**src/rtl/deserializer_param_if.sv**
```systemverilog
// Bus bundle for deserializer_param: serial input side plus the word/ready/ack side.
// The slave modport is the deserializer; the master modport is its environment.
interface deserializer_param_if #(
  parameter int WIDTH = 8
);
  logic             data_in;
  logic             write_in;
  logic             ack_in;
  logic [WIDTH-1:0] data_out;
  logic             data_ready;
  logic             status_out;
  logic             overrun;
  logic             parity_err;

  modport master (
    output data_in, write_in, ack_in,
    input  data_out, data_ready, status_out, overrun, parity_err
  );

  modport slave (
    input  data_in, write_in, ack_in,
    output data_out, data_ready, status_out, overrun, parity_err
  );
endinterface

```
**src/rtl/deserializer_param.sv**
```systemverilog
// Parametrised serial-to-parallel deserializer with a shift stage and a holding register.
// Define PARITY_CHECK_EN to append one even-parity bit to each frame and report parity_err.
//
// state | meaning
// RECV  | shift stage accepting write_in bits
// FULL  | complete word parked in shift stage, waiting for the holding register to free up
module deserializer_param #(
  parameter int WIDTH     = 8,
  parameter bit MSB_FIRST = 1'b0
) (
  input logic                 clk,
  input logic                 reset,
  deserializer_param_if.slave bus
);

`ifdef PARITY_CHECK_EN
  localparam int FRAME = WIDTH + 1;
`else
  localparam int FRAME = WIDTH;
`endif
  localparam int CW = $clog2(FRAME + 1);

  typedef enum logic {
    RECV = 1'b0,
    FULL = 1'b1
  } state_t;

  state_t           state, state_nxt;
  logic [CW-1:0]    bit_cnt;
  logic [WIDTH-1:0] shift_q, shift_nxt, word_done, data_q;
  logic             ready_q, status_q, overrun_q;
  logic             accept, data_bit, last_bit, hold_free;
  logic             load_new, load_parked;

  always_comb begin
    accept    = (state == RECV) && bus.write_in;
    data_bit  = (bit_cnt < CW'(WIDTH));
    last_bit  = accept && (bit_cnt == CW'(FRAME - 1));
    hold_free = !ready_q || bus.ack_in;
    if (MSB_FIRST) shift_nxt = {shift_q[WIDTH-2:0], bus.data_in};
    else           shift_nxt = {bus.data_in, shift_q[WIDTH-1:1]};
    // with parity the closing bit is not data, so the word is already complete
    word_done = data_bit ? shift_nxt : shift_q;
  end

  always_ff @(posedge clk or negedge reset) begin
    if (!reset) state <= RECV;
    else        state <= state_nxt;
  end

  always_comb begin
    state_nxt   = state;
    load_new    = 1'b0;
    load_parked = 1'b0;
    case (state)
      RECV: begin
        if (last_bit) begin
          if (hold_free) load_new  = 1'b1;
          else           state_nxt = FULL;
        end
      end
      FULL: begin
        if (bus.ack_in) begin
          load_parked = 1'b1;
          state_nxt   = RECV;
        end
      end
      default: state_nxt = RECV;
    endcase
  end

  always_ff @(posedge clk or negedge reset) begin
    if (!reset) begin
      bit_cnt   <= '0;
      shift_q   <= '0;
      data_q    <= '0;
      ready_q   <= 1'b0;
      status_q  <= 1'b0;
      overrun_q <= 1'b0;
    end else begin
      if (accept && data_bit) shift_q <= shift_nxt;
      if (last_bit)    bit_cnt <= '0;
      else if (accept) bit_cnt <= bit_cnt + 1'b1;
      if (load_new || load_parked) begin
        data_q  <= load_new ? word_done : shift_q;
        ready_q <= 1'b1;
      end else if (bus.ack_in) begin
        ready_q <= 1'b0;
      end
      status_q  <= (state_nxt == FULL);
      overrun_q <= bus.write_in && status_q;
    end
  end

`ifdef PARITY_CHECK_EN
  logic par_acc, perr_q;

  always_ff @(posedge clk or negedge reset) begin
    if (!reset) begin
      par_acc <= 1'b0;
      perr_q  <= 1'b0;
    end else if (load_new) begin
      perr_q  <= par_acc ^ bus.data_in;
      par_acc <= 1'b0;
    end else if (load_parked) begin
      perr_q  <= par_acc;
      par_acc <= 1'b0;
    end else if (accept) begin
      par_acc <= par_acc ^ bus.data_in;
    end
  end

  assign bus.parity_err = perr_q;
`else
  assign bus.parity_err = 1'b0;
`endif

  assign bus.data_out   = data_q;
  assign bus.data_ready = ready_q;
  assign bus.status_out = status_q;
  assign bus.overrun    = overrun_q;

endmodule

```
**src/flat_wrapper.sv**
```systemverilog
// flat-port wrapper written by rule: the top's interface ports become plain ports
module deserializer_param_flat 
#(
  parameter int WIDTH     = 8,
  parameter bit MSB_FIRST = 1'b0
)
  (clk, reset, bus_data_in, bus_write_in, bus_ack_in, bus_data_out, bus_data_ready, bus_status_out, bus_overrun, bus_parity_err);
  deserializer_param_if #(.WIDTH(WIDTH)) bus_i ();
  input logic clk;
  input logic reset;
  input wire logic [$bits(bus_i.data_in)-1:0] bus_data_in;
  input wire logic [$bits(bus_i.write_in)-1:0] bus_write_in;
  input wire logic [$bits(bus_i.ack_in)-1:0] bus_ack_in;
  output wire logic [$bits(bus_i.data_out)-1:0] bus_data_out;
  output wire logic [$bits(bus_i.data_ready)-1:0] bus_data_ready;
  output wire logic [$bits(bus_i.status_out)-1:0] bus_status_out;
  output wire logic [$bits(bus_i.overrun)-1:0] bus_overrun;
  output wire logic [$bits(bus_i.parity_err)-1:0] bus_parity_err;
  assign bus_i.data_in = bus_data_in;
  assign bus_i.write_in = bus_write_in;
  assign bus_i.ack_in = bus_ack_in;
  assign bus_data_out = bus_i.data_out;
  assign bus_data_ready = bus_i.data_ready;
  assign bus_status_out = bus_i.status_out;
  assign bus_overrun = bus_i.overrun;
  assign bus_parity_err = bus_i.parity_err;
  deserializer_param #(.WIDTH(WIDTH), .MSB_FIRST(MSB_FIRST)) u_core (.clk(clk), .reset(reset), .bus(bus_i));
endmodule
```
**config.mk**
```make
export PLATFORM = sky130hd
export DESIGN_NAME = deserializer_param_flat
export DESIGN_NICKNAME = d
export VERILOG_FILES = /design/src/rtl/deserializer_param_if.sv /design/src/rtl/deserializer_param.sv /design/src/flat_wrapper.sv
export SDC_FILE = /design/constraint.sdc
export NUM_CORES = 1
export LEC_CHECK = 0
export ABC_AREA = 0
export CAP_MARGIN = 20
export CORE_MARGIN = 3
export CORE_UTILIZATION = 30
export DETAILED_ROUTE_END_ITERATION = 12
export PLACE_DENSITY = 0.48
export SYNTH_ARGS = -nofsm -noshare
export SYNTH_HDL_FRONTEND = slang
export SYNTH_SLANG_ARGS = --single-unit
```
**constraint.sdc**
```tcl
create_clock -name clk -period 1.3 [get_ports clk]
set_input_delay 0.13 -clock clk [delete_from_list [all_inputs] [get_ports clk]]
set_output_delay 0.13 -clock clk [all_outputs]
set_load 0.02 [all_outputs]
```
==> Yosys cells after proc, flatten, opt, wreduce, memory -nomap -nowiden <==
Index checks and enable logic that the tools add are counted.
{ "word_totals": {"output_inout_bits": 12, "ff_bits": 23, "word_cells": 34, "inputBits": 5} }
{ "classes": {"n_mux": 15, "eq_ne": 1, "bitwise_logic": 1, "n_reduce_logical": 9, "magnitude_cmp": 1, "add_sub_neg": 1} }
{ "ops": {"columns": ["cell", "count"], "rows": [
  ["8-bit 2-to-1 mux", 2],
  ["1-bit 2-to-1 mux", 10],
  ["4-bit 2-to-1 mux", 2],
  ["4-bit by 1-bit adder with 4-bit output, second input constant", 1],
  ["4-bit by 3-bit equality test with 1-bit output, second input constant", 1],
  ["1-bit logical AND", 4],
  ["4-bit less-than comparator, second input constant", 1],
  ["2-bit nonzero test", 2],
  ["1-bit logical OR", 2],
  ["1-bit case mux with 2 select lines", 1],
  ["1-bit logical NOT", 1],
  ["1-bit inverter", 1]
]} }

==> Depth between registers and ports, before layout <==
Gate-level depths: netlist of the first run.
{ "logic_depth": {"word_depth": 7, "mapped_depth": 5, "depth_no_buf": 4} }

==> Least setup slack after synthesis of the first run <==
Ideal clock, no wire load.
{ "synth_timing": {"kind": "register to register", "start": "reg u_core.state", "end": "reg u_core.shift_q[7]", "setup_ns": 0.125, "slack_ns": -0.079, "path_buffers": 0, "period_less_slack_ns": 1.379, "required_ns": 1.175, "path_stages_with_launch": 4, "t_arrival_ns": 1.254, "cell_sequence": "dfrtp_1 > nand2b_4 > nor2_2 > mux2_2"} }
{ "synth_between": {"elab_chain_cells": 3} }
{ "synth_lines": {"columns": ["element", "line_no", "rtl"], "rows": [
  ["start: declaration", "deserializer_param.sv:28", "state_t state, state_nxt;"],
  ["start signal: assignment", "deserializer_param.sv:48", "else state <= state_nxt;"],
  ["1-bit inverter", "deserializer_param.sv:36", "accept = (state == RECV) && bus.write_in;"],
  ["1-bit logical AND", "deserializer_param.sv:36", null],
  ["1-bit logical AND", "deserializer_param.sv:81", "if (accept && data_bit) shift_q <= shift_nxt;"],
  ["end signal: assignment", "deserializer_param.sv:81", null],
  ["end: declaration", "deserializer_param.sv:30", "logic [WIDTH-1:0] shift_q, shift_nxt, word_done, data_q;"]
]} }
Every way passes these cells.
A chain may end at the register's enable or synchronous reset.

==> Worst setup path in the final report of the first run <==
{ "layout_timing": {"start": "in bus_write_in", "end": "reg u_core.data_q[5], in the netlist u_core.bus.data_out[5]"} }
{ "layout_between": {"elab_chain_cells": 5, "word_cells_on_any_way": 6, "classes_between": "mux: 3; reduce/logical: 3"} }
{ "layout_lines": {"columns": ["element", "line_no", "rtl"], "rows": [
  ["start: declaration", "flat_wrapper.sv:12", "input wire logic [$bits(bus_i.write_in)-1:0] bus_write_in;"],
  ["1-bit logical AND (*)", "deserializer_param.sv:36", null],
  ["1-bit logical AND (*)", "deserializer_param.sv:38", "last_bit = accept && (bit_cnt == CW'(FRAME - 1));"],
  ["1-bit 2-to-1 mux (*)", "deserializer_param.sv:57", "if (last_bit) begin"],
  ["1-bit 2-to-1 mux (*)", "deserializer_param.sv:55", "case (state)"],
  ["8-bit 2-to-1 mux / 1-bit logical OR (equally long branches)", "deserializer_param.sv:85, deserializer_param.sv:84", null],
  ["end signal: assignment", "deserializer_param.sv:85", "data_q <= load_new ? word_done : shift_q;"],
  ["end: declaration", "deserializer_param.sv:30", null]
]} }
Mark *: on every way between the ends. The rest lies on a longest branch, timed or not.

==> results of run 1 <==
==> per-stage QoR <==
stage	hold slack (ns)	worst slack [ns]
floorplan	-0.166	0.0100
global placement	0.495	-0.195
detailed placement	0.514	-0.211
CTS	0.204	-0.0378
global route	0.218	-0.155
finish	0.198	-0.0448
==> where the power goes <==
group	internal (µW)	total, µW	switching, µW	leakage, µW
Clock	215	460	246	0.0000255
Sequential	957	1240	287	0.000295
Combinational	727	1250	526	0.000478
==> cell usage in the layout (no fill, tap or decap), drive strengths merged <==
cell type / Yosys / routed
nand3b: 1 / 1
a21o: 1 / 1
or4: 1 / 1
a22o: 1 / 1
and2: 8 / 8
buf: 7 / 24
and3b: 1 / 2
nor3: 9 / 9
xnor2: 1 / 1
clkbuf: 2 / 4
nor2: 3 / 3
mux2: 8 / 8
nor4: 15 / 15
ha: 1 / 1
conb: 1 / 1
a221o: 1 / 1
nand2: 5 / 5
nor2b: 2 / 2
o21ai: 1 / 1
clkinv: 0 / 1
mux2i: 8 / 8
or2: 1 / 1
dlygate4sd2: 0 / 10
nand3: 1 / 1
nand2b: 2 / 2
dfrtp: 23 / 23
a31oi: 1 / 1
clkdlybuf4s50: 0 / 4
a21oi: 8 / 8
==> sequential cells by signal (all words and copies together) (netlist names) <==
register / count
u_core.bus.data_ready: 1
u_core.state: 1
u_core.bus.data_out: 8
u_core.bit_cnt: 4
u_core.bus.overrun: 1
u_core.shift_q: 8
==> area by class of cell <==
cell class                 count  area [µm²]  area share (%)
clock buffer                   3        41.3            2.37
clock inverter                 1        5.00           0.287
multi-input combinational     82         736            42.2
sequential                    23         576            33.0
tap                           48        60.1            3.44
timing repair buffer          39         328            18.8
==> what timing repair did <==
action                     CTS  global route
pin swaps                    6             4
setup endpoints to repair   29            18
buffers inserted             4             1
cloned                       1             0
resized for setup           22            24
==> how the worst max path moves through the flow <==
stage                      startpoint                endpoint  slack (ns)  cells after the start
floorplan           u_core.bit_cnt[0]   u_core.bus.data_ready        0.01                      4
global placement         bus_write_in  u_core.bus.data_out[3]       -0.20                      5
detailed placement       bus_write_in  u_core.bus.data_out[1]       -0.21                      5
CTS                      u_core.state       u_core.shift_q[6]       -0.04                      4
global route        u_core.bit_cnt[1]  u_core.bus.data_out[3]       -0.16                      4
finish                   bus_write_in  u_core.bus.data_out[5]       -0.04                      5
==> routing by layer <==
| metal | up-vias | routed length, µm |
|---|---|---|
| met5 | - | 0 |
| met4 | 0 | 30 |
| met3 | 4 | 169 |
| met2 | 27 | 1580 |
| met1 | 498 | 1420 |
| li1 | 486 | - |
==> logic make-up (layout without fill, tap and decap cells) <==
group,Yosys count,in the layout
AOI/OAI and AO/OA,13,13
xor gates and xnor gates,1,1
adders and majority gates,1,1
buffers and inverters,9,43
DFF,23,23
muxes,16,16
other,1,1
and+or+nand+nor,49,50
==> results.toml, run 1 <==
[logic_synthesis]
synthXorXnorAreaFrac_pct = 0.735
synth_warnings = 0
netlist_top_cells_area = "dfrtp_1 (48%), nor4_1 (7.9%), mux2_2 (7.6%)"
synthCells = 113
yosys-top-cells-count = "dfrtp_1 (23), nor4_1 (15), nor3_1 (9)"
synth_top_family_by_area = "simple AND/OR/NAND/NOR gates"
synth_edf_count = 0
syn_area_um2 = 1190
synthAdderAreaFrac_pct = 1.05
synth_top_area_share_pct = 48.3
yosys.area_share.simple_pct = 24.2
syn_area_per_cell_um2 = 10.6
synth_nets = 119
synthFlopType = "dfrtp_1"
ys_types = 32
ys_seq_area_share_pct = 48.3
synth_mux_area_share_pct = 14.3
async_flop_share_pct = 100
synth_most_common_cell = "dfrtp_1"
ys_ff_latch = 23
synth_compound_area_share_pct = 6.51
yosysTopAreaCell = "dfrtp_1"

[grt]
grt_max_degree = 24
grt_pass1_vias = 1002
met2_usage_pct = 21.9
globalRouteMet3Util_pct = 3.79
grt_pass1_wl_um = 5250
antenna_found_initial = 0
grt.busiest_layer = "met2"
use_met1_pct = 18.5
grt_usage_pct = 13.8
grt-ovfl-total = 0

[clock_tree]
cts.sinks = 23
cts_made_buffers = 3
cts_tree = "built"
cts_root_buf = "clkbuf_8"
ctsHoldBuffers = 0
insertion_delay_ns = 0.27
clk_pin_slew_ns = 0.09
cts.path.max_buffers = 2
htreeDepth = 1

[worst_setup_path]
reg2regPathDepth = 5
reg2reg_from = "u_core.bit_cnt[1]"
rrSetupSlack_ns = -0.04
crit_type = "primary input to flop"
cp_cell_sequence = "clkdlybuf4s50_1 -> buf_4 -> or2_2 -> a21oi_1 -> nor4_4"
startpoint_type = "primary input"
reg2reg_to = "u_core.bus.data_out[5]"
worstPathArrival_ns = 1.49
path_buf_inv = 2
worstSetupEndpointType = "flop"
cpLargestDelayFamily = "buffers and inverters"
critPathSlowestCell = "clkdlybuf4s50_1"
cp_max_fo = 8
slowest_delay_ns = 0.47
crit_required_ns = 1.45

[power]
p_per_area_nw_per_um2 = 1690
ir_worst_vdd_mv = 1.04
leakage_uw = 0.000799
total_power_uw = 2960

[sta]
finalHoldViolations = 0
tns_ns = -0.308
finalCritPeriodShare_pct = 103
finalWorstSetupSlack_ns = -0.0448
rsz0062_at_grt = "true"
min_period_ns = 1.34
max_freq_ghz = 0.744
maxSlewViolCount = 0
setup_violations = 12
finClkSkew_ns = 0.0119

[floorplanning]
rows = 22
die_h_um = 69.0
core_um2 = 3740
die_w_um = 69.0
io_pins = 17
start_util_pct = 31.9
dieArea_um2 = 4770

[finish]
finalNetCount = 155
layout-drive-gt1-share_pct = 37.8
syn2layout_area_growth_pct = 46.4
nFillCells = 376
post_layout_nonfiller_instances = 196
antenna_cells = 0
final_util_pct = 46.6
final_area_um2 = 1750

[drt]
wl_per_cell_um = 16.3
dr.pass1.iters = 4
ant_nets = 0
drc_errors = 0
wl_um = 3200
drtIter0Drc = 75
num_vias = 1015
vias_per_cell = 5.18

[placed_design]
place_area_um2 = 1500
place_inst = 186
portBuffers = 15
place.gp.congestion = 0.748
place_hpwl_um = 1950

[status]
status = "finished, violations left"
violations = "setup timing"

[hold_path]
hold_path.class = "primary input to async pin"

[job]
maxCapViolCount = 0
Power figures use the tool's default switching activity.
==> run 2, diff against run 1 <==
- TNS_END_PERCENT: not set -> 5
==> run 2 against run 1 <==
Against the previous run:
- the flow still finishes with violations (setup timing)
- count of clock-buffer cells in the layout up 1
- wire length shrank 15%
- flip-flop and latch count did not move
- clock power is 4% lower
- core utilization shrank 3.5 points
- setup slack better by 0.014 ns
- sequential power barely moved
- sequential share of layout area grew 2.7 points
==> results.toml, run 2 (synthesized netlist as in run 1, its figures left out) <==
[drt]
drtIter0Drc = 48
wl_per_cell_um = 14.3
vias_per_cell = 5.07
ant_nets = 0
num_vias = 969
dr.pass1.iters = 4
wl_um = 2730
drc_errors = 0

[grt]
grt_max_degree = 24
antenna_found_initial = 0
grt_pass1_wl_um = 4370
grt-ovfl-total = 0
grt_pass1_vias = 889
grt_usage_pct = 11.3

[sta]
setup_violations = 13
finalHoldViolations = 0
max_freq_ghz = 0.752
finalCritPeriodShare_pct = 102
rsz0062_at_grt = "true"
tns_ns = -0.165
finalWorstSetupSlack_ns = -0.0305
finClkSkew_ns = 0.00474
min_period_ns = 1.33
hold_ws_ns = 0.225
maxSlewViolCount = 0

[placed_design]
place_hpwl_um = 1860
place.gp.congestion = 0.723
portBuffers = 15
pre_cts_ws_ns = -0.204

[clock_tree]
cts_made_buffers = 3
insertion_delay_ns = 0.26
cts.sinks = 23
cts.path.max_buffers = 2
htreeDepth = 1
cts_root_buf = "clkbuf_8"
cts_tree = "built"
clk_pin_slew_ns = 0.08

[floorplanning]
core_um2 = 3740
io_pins = 17
start_util_pct = 31.9
dieArea_um2 = 4770
rows = 22
die_w_um = 69.0
die_h_um = 69.0

[worst_setup_path]
worstSetupEndpointType = "flop"
crit_required_ns = 1.44
startpoint_type = "flop"
critPathSlowestCell = "dfrtp_1"
rrSetupSlack_ns = -0.03
worstPathArrival_ns = 1.47
crit_type = "flop to flop"
crit_path_frequent_cell = "nor4_1"
cp_cell_sequence = "ha_4 -> nand3b_1 -> buf_6 -> nor4_1 -> nor4_1"
cpLargestDelayFamily = "simple AND/OR/NAND/NOR gates"
reg2reg_to = "u_core.bus.data_out[3]"
path_buf_inv = 1
cp_max_fo = 9
reg2reg_from = "u_core.bit_cnt[0]"
slowest_delay_ns = 0.41
reg2regPathDepth = 5

[power]
p_per_area_nw_per_um2 = 1630
leakage_uw = 0.000732
ir_worst_vdd_mv = 0.898
total_power_uw = 2620

[finish]
layout_common_cells = "dfrtp_1 (23), buf_4 (18), dlygate4sd2_1 (11)"
final_util_pct = 43.1
nFillCells = 381
syn2layout_area_growth_pct = 35.3
layout-drive-gt1-share_pct = 30.8
final_common_cell = "dfrtp_1"
antenna_cells = 0
finalNetCount = 150

[hold_path]
hold_path.class = "primary input to async pin"

[job]
maxCapViolCount = 0

[status]
violations = "setup timing"
status = "finished, violations left"
run 2: changes by cell type in the layout (fill, tap and decap cells not counted), sizes merged:
| cell | delta |
|---|---|
| dlygate4sd2 | +1 |
| buf | -5 |
| clkinv | -1 |
run 2: worst register-to-register path, delay by kind of cell, from the launching register on:
| family | cells | cell delay (ns) |
|---|---|---|
| adder cells (fa/ha/maj) | 1 | 0.17 |
| buffers and inverters | 1 | 0.16 |
| flip-flops | 1 | 0.41 |
| AND/OR/NAND/NOR | 3 | 0.47 |
run 2: where the power goes:
group          internal [µW]  total, µW  switching (µW)
Sequential               957       1210             257
Combinational            527        966             439
Clock                    219        443             225
run 2: worst max-delay path by stage:
stage / from / to / slack, ns / cells after the start
after floorplan: u_core.bit_cnt[0] / u_core.bus.data_ready / -0.02 / 4
after global placement: bus_ack_in / u_core.bus.data_out[4] / -0.22 / 5
after detailed placement: bus_write_in / u_core.shift_q[6] / -0.20 / 4
after CTS: u_core.bit_cnt[1] / u_core.bus.data_out[5] / -0.04 / 4
after global routing: u_core.bit_cnt[0] / u_core.bus.data_out[0] / -0.13 / 5
final: u_core.bit_cnt[0] / u_core.bus.data_out[3] / -0.03 / 5
run 2: per-layer routing:
metal	routed length, µm	global-route usage (%)
met1	1300	16.2
met2	1320	16.6
met3	98	2.04
met4	17	4.56
met5	0	0
run 2: cell type report:
cell class	instances	area, µm²	area share [%]
timing repair buffer	34	283	17.5
sequential	23	576	35.7
clock buffer	4	45.0	2.79
tap	48	60.1	3.72
multi-input combinational	82	649	40.3
run 2: timing repair:
item | CTS | global route
cloned | 0 | 1
buffers inserted | 0 | 1
hold buffers | 0 | 0
setup endpoints to repair | 29 | 20
pin swaps | 7 | 4
resized for setup | 16 | 9
run 2: through the flow:
stage | instances | area, µm²
detailed placement | 185 | 1490
global route | 191 | 1610
CTS | 189 | 1540
finish | 191 | 1610
global placement | 185 | 1490
floorplan | 113 | 1200
